--- src/rtl/sw_debounce_if.sv ---
// Switch-conditioning bus: raw switch levels in, debounced levels and edge pulses out.
interface sw_debounce_if #(
  parameter int unsigned WIDTH = 10
);
  logic [WIDTH-1:0] SW;
  logic [WIDTH-1:0] SW_clean;
  logic [WIDTH-1:0] rise;
  logic [WIDTH-1:0] fall;
  logic             changed;

  modport master (
    output SW,
    input  SW_clean,
    input  rise,
    input  fall,
    input  changed
  );

  modport slave (
    input  SW,
    output SW_clean,
    output rise,
    output fall,
    output changed
  );
endinterface

--- src/rtl/sw_debounce.sv ---
// Two-flop synchronizer plus independent per-bit counter debounce for the slide-switch bus.
// Each bit's clean level follows its synchronized level only after STABLE_CYCLES of mismatch.
module sw_debounce #(
  parameter int unsigned WIDTH         = 10,
  parameter int unsigned STABLE_CYCLES = 1000000,
  parameter int unsigned CNT_W         = 20
) (
  input  logic          CLOCK_50,
  input  logic          resetn,
  sw_debounce_if.slave  bus
);

  localparam logic [CNT_W-1:0] CntMax = CNT_W'(STABLE_CYCLES - 1);

  logic [WIDTH-1:0] sync1_q, sync2_q;
  logic [WIDTH-1:0] clean_q, clean_d;
  logic [WIDTH-1:0] rise_q, rise_d;
  logic [WIDTH-1:0] fall_q, fall_d;
  logic             changed_q, changed_d;
  logic [CNT_W-1:0] cnt_q [WIDTH];
  logic [CNT_W-1:0] cnt_d [WIDTH];

  // Counter value is the per-bit state: zero with a match is idle, anything else is settling.
  always_comb begin
    clean_d = clean_q;
    rise_d  = '0;
    fall_d  = '0;
    for (int i = 0; i < WIDTH; i++) begin
      cnt_d[i] = '0;
      if (sync2_q[i] != clean_q[i]) begin
        if (cnt_q[i] == CntMax) begin
          clean_d[i] = sync2_q[i];
          rise_d[i]  = sync2_q[i];
          fall_d[i]  = ~sync2_q[i];
        end else begin
          cnt_d[i] = cnt_q[i] + CNT_W'(1);
        end
      end
    end
    changed_d = |(rise_d | fall_d);
  end

  always_ff @(posedge CLOCK_50 or negedge resetn) begin
    if (!resetn) begin
      sync1_q   <= '0;
      sync2_q   <= '0;
      clean_q   <= '0;
      rise_q    <= '0;
      fall_q    <= '0;
      changed_q <= 1'b0;
      for (int i = 0; i < WIDTH; i++) begin
        cnt_q[i] <= '0;
      end
    end else begin
      sync1_q   <= bus.SW;
      sync2_q   <= sync1_q;
      clean_q   <= clean_d;
      rise_q    <= rise_d;
      fall_q    <= fall_d;
      changed_q <= changed_d;
      for (int i = 0; i < WIDTH; i++) begin
        cnt_q[i] <= cnt_d[i];
      end
    end
  end

  assign bus.SW_clean = clean_q;
  assign bus.rise     = rise_q;
  assign bus.fall     = fall_q;
  assign bus.changed  = changed_q;

endmodule

--- src/flat_wrapper.sv ---
// flat-port wrapper written by rule: the top's interface ports become plain ports
module sw_debounce_flat 
#(
  parameter int unsigned WIDTH         = 10,
  parameter int unsigned STABLE_CYCLES = 1000000,
  parameter int unsigned CNT_W         = 20
)
  (CLOCK_50, resetn, bus_SW, bus_SW_clean, bus_rise, bus_fall, bus_changed);
  sw_debounce_if #(.WIDTH(WIDTH)) bus_i ();
  input  logic CLOCK_50;
  input  logic resetn;
  input wire logic [$bits(bus_i.SW)-1:0] bus_SW;
  output wire logic [$bits(bus_i.SW_clean)-1:0] bus_SW_clean;
  output wire logic [$bits(bus_i.rise)-1:0] bus_rise;
  output wire logic [$bits(bus_i.fall)-1:0] bus_fall;
  output wire logic [$bits(bus_i.changed)-1:0] bus_changed;
  assign bus_i.SW = bus_SW;
  assign bus_SW_clean = bus_i.SW_clean;
  assign bus_rise = bus_i.rise;
  assign bus_fall = bus_i.fall;
  assign bus_changed = bus_i.changed;
  sw_debounce #(.WIDTH(WIDTH), .STABLE_CYCLES(STABLE_CYCLES), .CNT_W(CNT_W)) u_core (.CLOCK_50(CLOCK_50), .resetn(resetn), .bus(bus_i));
endmodule
--- config.mk ---
export PLATFORM = sky130hd
export DESIGN_NAME = sw_debounce_flat
export DESIGN_NICKNAME = d
export VERILOG_FILES = /design/src/rtl/sw_debounce_if.sv /design/src/rtl/sw_debounce.sv /design/src/flat_wrapper.sv
export SDC_FILE = /design/constraint.sdc
export NUM_CORES = 1
export LEC_CHECK = 0
export BUFFER_PORTS_ARGS = -buffer_cell sky130_fd_sc_hd__clkbuf_2
export CAP_MARGIN = 0
export CORE_MARGIN = 5
export CORE_UTILIZATION = 60
export DETAILED_ROUTE_END_ITERATION = 10
export GPL_TIMING_DRIVEN = 0
export PLACE_DENSITY = 0.76
export SYNTH_ARGS = -nofsm -noshare
export SYNTH_HDL_FRONTEND = slang
export SYNTH_SLANG_ARGS = --single-unit
--- constraint.sdc ---
create_clock -name CLOCK_50 -period 5.72 [get_ports CLOCK_50]
set_input_delay 0.572 -clock CLOCK_50 [delete_from_list [all_inputs] [get_ports CLOCK_50]]
set_output_delay 0.572 -clock CLOCK_50 [all_outputs]
set_load 0.05 [all_outputs]
; Word level (Yosys, flattened, before mapping)
; Index checks and enable logic that the tools add are counted.
[classes]
reduce_logical = 11
muxes = 60
eq_ne = 20
add_sub_neg = 10
bitwise = 11
[ops]
columns = operator, n
row1 = $mux W20, 20
row2 = $add A20 B1 Y20 const B, 10
row3 = $eq A20 B20 Y1 const B, 10
row4 = $mux W1, 40
row5 = $reduce_and A2 Y1, 10
row6 = $ne A1 B1 Y1, 10
row7 = $not A1 Y1, 10
row8 = $or A10 B10 Y10, 1
row9 = $reduce_or A10 Y1, 1
[totals]
word_cells = 137
regBits = 251
output_inout_bits = 31
input_bits = 12

; Depth between registers and ports, before layout
; Gate-level depths: netlist of run 1.
[logic_depth]
ltp_word = 5
depth_mapped = 8
ltp_nobuf = 6

; Least setup slack after synthesis of run 1
; Ideal clock, no wire load.
[synth_timing]
kind = flip-flop to flip-flop
start = register u_core.cnt_q[20] (netlist bit)
end = register u_core.cnt_q[31] (netlist bit)
arrival_ps = 1896
n_path_buf = 2
setup_slack_ps = 3704
setup_time_ps = 119
required_time_ps = 5601
path_stages_with_launch = 9
synth_period_minus_slack_ps = 2016
path_cell_list = dfrtp_1 -> ha_1 -> nand3_1 -> or4_1 -> or2_1 -> clkbuf_1 -> nand2_2 -> buf_4 -> nor2_1
[synth_lines]
columns = item, line_no
row1 = from (decl), sw_debounce.sv:20  ; logic [CNT_W-1:0] cnt_q [WIDTH];
row2 = "from (signal, indexed assignment)", sw_debounce.sv:62  ; cnt_q[i] <= cnt_d[i];

==> impl_metrics.env, run 1 <==
export IMPL_status="completed"
export IMPL_die_h_um=147
export IMPL_root_buffer="clkbuf_16"
export IMPL_clkLatencyLatePin_ns=0.52
export IMPL_setup_viol=0
export IMPL_start_util_pct=60.8
export IMPL_grt_max_degree=116
export IMPL_hold_class="primary input to register"
export IMPL_ant_nets=0
export IMPL_grt_first_pass_wirelength_um=35200
export IMPL_synthDistinctLibCells=40
export IMPL_critical_path_max_fanout=10
export IMPL_drc=0
export IMPL_clock_fmax_mhz=430
export IMPL_core_mm2=0.0186
export IMPL_antennaDiodeCount=0
export IMPL_wl_met2_um=9730
export IMPL_crit_required_ns=6.12
export IMPL_final_area_mm2=0.0128
export IMPL_syn_area_mm2=0.0113
export IMPL_synth_top_family_by_area="simple AND/OR/NAND/NOR gates"
export IMPL_ff_latch_area_mm2=0.00628
export IMPL_final_cell_mix="251 x dfrtp_1, 218 x nor2_1, 101 x xor2_1"
export IMPL_m1WireLength_um=9380
export IMPL_gr_total_overflow=0
export IMPL_syn_inst=1083
export IMPL_min_from="bus_SW[5]"
export IMPL_clock_sinks=251
export IMPL_crit_type="register to register"
export IMPL_syn_avg_cell_area_um2=10.5
export IMPL_reg2reg_to="u_core.cnt_q[29]$_DFF_PN0_"
export IMPL_cts_buffers=27
export IMPL_r2r_slack_ns=3.39
export IMPL_io_buffer_count=42
export IMPL_worstMarginPinSlew_ns=0.919
export IMPL_grt_pass1_vias=7586
export IMPL_synth_seq_cells=251
export IMPL_yosys_warnings=0
export IMPL_worst_setup_path_start_kind="register"
export IMPL_routed_wl_um=20200
export IMPL_finalWeightedCongestion=0.803
export IMPL_fill_cells=1395
export IMPL_first_iter_violations=449
export IMPL_clkSlewWorstSetupHoldPaths_ns=0.06
export IMPL_cts_path_max_buffers=3
export IMPL_drtPass1Iterations=6
export IMPL_dieArea_mm2=0.0217
export IMPL_holdPathStages=1
export IMPL_cts_tree="yes"
export IMPL_synth_edf_count=0
export IMPL_synthToLayoutAreaGrowth_pct=13.2
export IMPL_synthFlopType="dfrtp_1"
export IMPL_synth_compound_area_share_pct=0.375
export IMPL_cts_resized=0
export IMPL_holdPathEnd="u_core.sync1_q[5]$_DFF_PN0_"
export IMPL_dp_slack_ns=3.39
export IMPL_top_layer_used="met5"
export IMPL_vias_per_cell=5.48
export IMPL_num_nets_final=1179
export IMPL_gr_usage_all_layers_pct=18.8
export IMPL_irDropWorstVdd_v=0.000248
export IMPL_clock_skew_final_ns=0.00850
export IMPL_power_density_mw_per_mm2=286
export IMPL_synth_xor_area_share_pct=15.0
export IMPL_placed_cell_area_mm2=0.0119
export IMPL_die_x_um=147
export IMPL_reg2regPathDepth=8
export IMPL_power_leakage_nw=5.70
export IMPL_rsz0062_at_grt="false"
export IMPL_cts_setup_buffers=0
export IMPL_finalCriticalPeriod_ns=2.33
export IMPL_final_hold_violation_count=0
export IMPL_multiInputGateArea_mm2=0.00489
export IMPL_wl_met3_um=582
export IMPL_critPathCaptureType="register"
export IMPL_drive_above_1_share_pct=10.4
export IMPL_vias=7736
export IMPL_row_count=50
export IMPL_cap_violations=0
export IMPL_slew_headroom_pct=37.9
export IMPL_mostFrequentLayoutCell="dfrtp_1"
export IMPL_antenna_found_initial=1
export IMPL_synth_nets=1105
export IMPL_post_place_cells=1361
export IMPL_h_tree_depth=1
export IMPL_wl_per_cell_um=14.3
export IMPL_r2r_start="u_core.cnt_q[20]$_DFF_PN0_"
export IMPL_timing_final_ws_setup_ns=3.39
export IMPL_yosys_area_share_adder_pct=1.10
export IMPL_seq_area_frac_synth_pct=55.4
export IMPL_fin_cells=1411
export IMPL_worst_ep_arrival_time_ns=2.73
export IMPL_period_share_pct=40.6
export IMPL_synthArstFlopShare_pct=100
export IMPL_place_hpwl_um=13100
export IMPL_slew_violations=0
export IMPL_ios=43
export IMPL_synthSimpleGateAreaFrac_pct=25.6
export IMPL_synth_mux_area_share_pct=1.03
## what timing repair did
item | 4_1_cts | 5_1_grt
setup endpoints to repair | 0 | 0
hold endpoints to repair | 44 | 0
hold buffers | 1 | 0
## kinds of logic (layout without fill, tap and decap cells)
group | Yosys count | in the layout
and+or+nand+nor | 577 | 577
DFF | 251 | 251
xor gates and xnor gates | 194 | 194
buffers and inverters | 36 | 130
adders and majority gates | 10 | 10
muxes | 10 | 10
AOI/OAI and AO/OA | 5 | 5
## registers in the layout (all words and copies together), names as in the netlist
name and flops:
u_core.cnt_q 200, u_core.bus.SW_clean 10, u_core.bus.fall 10, u_core.bus.changed 1, u_core.bus.rise 10, u_core.sync1_q 10, u_core.sync2_q 10
## routing by layer
metal	track usage, %	vias up
met1	25.8	3771
met3	2.91	37
met2	31.6	104
li1	-	3822
met4	5.36	2
met5	0	-
## cell type report
class	count	share of cell area, %
well taps	234	2.28
flip-flops and latches	251	49.0
clock buffers	35	6.05
inverters	16	0.468
plain buffers	20	0.810
multi-input cells	796	38.1
repair buffers	45	2.22
clock inverters	14	1.07
## power by group
part	total [mW]	internal [mW]	switching (mW)
sequential	1.83	1.80	0.0249
combinational	0.105	0.0323	0.0728
clock	1.74	1.05	0.691
total	3.67	2.88	0.788
## Yosys cell counts, drive strengths merged (3+ instances only)
cell type | count | area, um^2
and2 | 7 | 43.8
and3 | 50 | 317
and4 | 14 | 124
buf | 9 | 62.6
clkbuf | 11 | 41.3
dfrtp | 251 | 6280
ha | 10 | 125
inv | 16 | 60.1
mux2 | 10 | 116
nand2 | 75 | 297
nand3 | 74 | 370
nand4 | 39 | 244
nand4b | 6 | 52.6
nor2 | 218 | 818
nor3 | 26 | 130
nor3b | 25 | 188
nor4 | 12 | 75.1
nor4b | 12 | 105
o22ai | 3 | 18.8
or2 | 3 | 18.8
or3 | 3 | 18.8
or4 | 7 | 52.6
xnor2 | 93 | 815
xor2 | 101 | 885
## worst max-delay path by stage
| stage | from | endpoint | depth (start not counted) |
|---|---|---|---|
| after floorplan | u_core.cnt_q[20]$_DFF_PN0_ | u_core.cnt_q[31]$_DFF_PN0_ | 8 |
| after global placement | resetn | u_core.bus.SW_clean[8]$_DFFE_PN0P_ | 1 |
| after detailed placement | u_core.cnt_q[20]$_DFF_PN0_ | u_core.cnt_q[29]$_DFF_PN0_ | 8 |
| after CTS | u_core.cnt_q[20]$_DFF_PN0_ | u_core.cnt_q[29]$_DFF_PN0_ | 8 |
| after global routing | u_core.cnt_q[20]$_DFF_PN0_ | u_core.cnt_q[34]$_DFF_PN0_ | 8 |
| final | u_core.cnt_q[20]$_DFF_PN0_ | u_core.cnt_q[29]$_DFF_PN0_ | 8 |
## metrics by stage
stage | power [mW] | hold slack (ns) | setup TNS [ns] | util [%]
2_1_floorplan | 1.90 | 0.276 | 0 | -
3_3_place_gp | 1.96 | 0.333 | -225.55 | 63.5
3_5_place_dp | 1.96 | 0.335 | 0 | 63.8
4_1_cts | 3.71 | 0.135 | 0 | 68.8
5_1_grt | 3.80 | 0.135 | 0 | 68.8
6_report | 3.67 | 0.155 | 0 | 68.8
## worst max-delay path, cell delays in order, from the launching register on
cell      delay, ns
dfrtp_1        0.38
ha_1           0.21
nand3_1        0.17
or4_1          0.61
or2_1          0.23
clkbuf_1       0.16
nand2_2        0.18
buf_4          0.20
nor2_1         0.06
No activity file was read; power rests on OpenSTA's default activity.
==> run 2: changes to the inputs <==
--- a/config.mk
+++ b/config.mk
@@ -5,13 +5,14 @@
 export SDC_FILE = /design/constraint.sdc
 export NUM_CORES = 1
 export LEC_CHECK = 0
+export ABC_AREA = 1
 export BUFFER_PORTS_ARGS = -buffer_cell sky130_fd_sc_hd__clkbuf_2
 export CAP_MARGIN = 0
 export CORE_MARGIN = 5
-export CORE_UTILIZATION = 60
+export CORE_UTILIZATION = 56
 export DETAILED_ROUTE_END_ITERATION = 10
 export GPL_TIMING_DRIVEN = 0
-export PLACE_DENSITY = 0.76
+export PLACE_DENSITY = 0.74
 export SYNTH_ARGS = -nofsm -noshare
 export SYNTH_HDL_FRONTEND = slang
 export SYNTH_SLANG_ARGS = --single-unit
==> constraint.sdc (replaced) <==
create_clock -name CLOCK_50 -period 2.1 [get_ports CLOCK_50]
set_input_delay 0.21 -clock CLOCK_50 [delete_from_list [all_inputs] [get_ports CLOCK_50]]
set_output_delay 0.21 -clock CLOCK_50 [all_outputs]
set_load 0.05 [all_outputs]
==> impl_metrics.env, run 2 <==
export IMPL_num_nets_final=1591
export IMPL_routed_wl_um=23700
export IMPL_post_place_cells=1808
export IMPL_drtPass1Iterations=8
export IMPL_ys_top_cells_by_count="310 x nor2_1, 252 x nand2_1, 251 x dfrtp_1, 189 x inv_1, 58 x a21oi_1"
export IMPL_yosysMostFrequentCell="nor2_1"
export IMPL_gr_usage_all_layers_pct=19.4
export IMPL_clock_skew_final_ns=0.0145
export IMPL_synth_seq_cells=251
export IMPL_cts_path_max_buffers=3
export IMPL_synthToLayoutAreaGrowth_pct=13.7
export IMPL_critical_path_max_fanout=9
export IMPL_hold_ws_ns=0.179
export IMPL_row_count=54
export IMPL_mostFrequentLayoutCell="nor2_1"
export IMPL_finalSetupTns_ns=0
export IMPL_clock_sinks=251
export IMPL_fin_cells=1868
export IMPL_final_cell_mix="310 x nor2_1, 252 x nand2_1, 251 x dfrtp_1"
export IMPL_synth_xor_area_share_pct=4.55
export IMPL_postCtsHoldBufs=11
export IMPL_place_hpwl_um=16700
export IMPL_ios=43
export IMPL_period_share_pct=80.2
export IMPL_worstMarginPinSlew_ns=0.533
export IMPL_cts_buffers=28
export IMPL_ys_top_cells_by_area="dfrtp_1 51%, nor2_1 9.4%, nand2_1 7.7%"
export IMPL_synthSimpleGateAreaFrac_pct=31.0
export IMPL_irDropWorstVdd_v=0.000725
export IMPL_synth_nets=1506
export IMPL_setup_viol=0
export IMPL_core_mm2=0.0218
export IMPL_yosys_warnings=0
export IMPL_grt_first_pass_wirelength_um=41500
export IMPL_first_iter_violations=672
export IMPL_largest_reg_flops=200
export IMPL_hold_class="primary input to asynchronous set/reset pin"
export IMPL_finalCriticalPeriod_ns=1.68
export IMPL_io_buffer_count=42
export IMPL_power_density_mw_per_mm2=735
export IMPL_h_tree_depth=1
export IMPL_antenna_found_initial=0
export IMPL_rsz0062_at_grt="false"
export IMPL_synth_mux_area_share_pct=0
export IMPL_synth_top_area_share_pct=51.0
export IMPL_vias=9559
export IMPL_drc=0
export IMPL_synth_edf_count=0
export IMPL_fill_cells=1775
export IMPL_root_buffer="clkbuf_16"
export IMPL_syn_inst=1484
export IMPL_die_h_um=158
export IMPL_crit_required_ns=2.51
export IMPL_cts_tree="yes"
export IMPL_finalWeightedCongestion=0.894
export IMPL_seq_area_frac_synth_pct=51.0
export IMPL_antennaDiodeCount=0
export IMPL_largest_register="u_core.cnt_q"
export IMPL_start_util_pct=56.6
export IMPL_wl_per_cell_um=12.7
export IMPL_drive_above_1_share_pct=11.8
export IMPL_synthArstFlopShare_pct=100
export IMPL_syn_avg_cell_area_um2=8.30
export IMPL_ant_nets=0
export IMPL_syn_area_mm2=0.0123
export IMPL_clkLatencyLatePin_ns=0.53
export IMPL_yosys_area_share_adder_pct=1.02
export IMPL_slew_violations=0
export IMPL_multiInputGateArea_mm2=0.00526
export IMPL_final_hold_violation_count=0
export IMPL_synth_top_family_by_area="simple AND/OR/NAND/NOR gates"
export IMPL_clkSlewWorstSetupHoldPaths_ns=0.06
export IMPL_ff_latch_area_mm2=0.00628
export IMPL_cap_violations=0
export IMPL_clock_fmax_mhz=594
export IMPL_crit_type="register to register"
export IMPL_vias_per_cell=5.12
export IMPL_cts_resized=0
export IMPL_slew_headroom_pct=64.4
export IMPL_final_core_util_pct=64.4
export IMPL_status="completed"
export IMPL_synthFlopType="dfrtp_1"
export IMPL_cts_setup_buffers=0
export IMPL_synth_compound_area_share_pct=6.10
export IMPL_grt_pass1_vias=9337
export IMPL_worst_ep_arrival_time_ns=2.10
export IMPL_gr_total_overflow=0
export IMPL_synthDistinctLibCells=37
export IMPL_worst_setup_path_start_kind="register"
export IMPL_die_x_um=158
export IMPL_grt_max_degree=106
export IMPL_critPathCaptureType="register"
export IMPL_dieArea_mm2=0.0251
export IMPL_yosys_area_top_type="dfrtp_1"
export IMPL_power_leakage_nw=6.48
-- run 2: changes by cell type after synthesis, sizes merged, moves of 57 or more --
cell	previous run	this run
nand2	75	268
inv	16	201
a21oi	0	58
xnor2	93	20
xor2	101	44
nor2	218	344
-- run 2: critical path, stage by stage (launching register included) --
cell and delay (ns):
dfrtp_1 0.37, ha_1 0.18, nand2_1 0.08, nor2_2 0.23
nand3_2 0.17, o21ai_2 0.24, inv_2 0.14, o21ai_0 0.11
nor2_1 0.06
-- run 2: layer usage --
metal	wire, um	vias up	global-route usage, %
met2	11300	139	33.0
met3	834	36	2.69
met4	437	0	4.47
li1	-	4904	-
met5	0	-	0
met1	11100	4480	26.8
-- run 2: area by class of cell --
class | count | share of cell area, %
clock buffer | 43 | 6.05
sequential | 251 | 44.8
clock inverter | 6 | 0.794
buffer | 3 | 0.214
tap | 280 | 2.50
timing repair buffer | 55 | 2.74
multi-input combinational | 1029 | 37.5
inverter | 201 | 5.38
-- run 2: worst paths after layout --
check,from,to,slack (ns),cells past startpoint
max,u_core.cnt_q[180]$_DFF_PN0_,u_core.cnt_q[193]$_DFF_PN0_,0.42,8
min,resetn,u_core.cnt_q[146]$_DFF_PN0_,0.18,2
max reg2reg,u_core.cnt_q[180]$_DFF_PN0_,u_core.cnt_q[193]$_DFF_PN0_,0.42,8
min reg2reg,u_core.sync1_q[1]$_DFF_PN0_,u_core.sync2_q[1]$_DFF_PN0_,0.35,0
max in group asynchronous,resetn,u_core.cnt_q[137]$_DFF_PN0_,0.61,4
min in group CLOCK_50,bus_SW[9],u_core.sync1_q[9]$_DFF_PN0_,0.32,2
-- run 2: stage by stage --
step           power (mW)  cell area [um^2]  setup WS, ns
2_1_floorplan        5.19             12300         0.483
5_1_grt              10.7             14000         0.235
3_3_place_gp         5.34             12900         -4.21
3_5_place_dp         5.36             12900         0.413
6_report             10.3             14000         0.416
4_1_cts              10.4             14000         0.404
-- run 2: cell families (layout without fill, tap and decap cells) --
family                   Yosys count  in the layout
flip-flops                       251            251
AND/OR/NAND/NOR                  820            820
XOR/XNOR                          64             64
buffers and inverters            204            308
adder cells (fa/ha/maj)           10             10
AO/OA/AOI/OAI                    135            135
-- run 2: power by group --
| part | internal, mW | leakage [nW] | switching (mW) |
|---|---|---|---|
| Combinational | 0.104 | 2.57 | 0.233 |
| Sequential | 4.90 | 3.44 | 0.0411 |
| Clock | 3.13 | 0.467 | 1.89 |
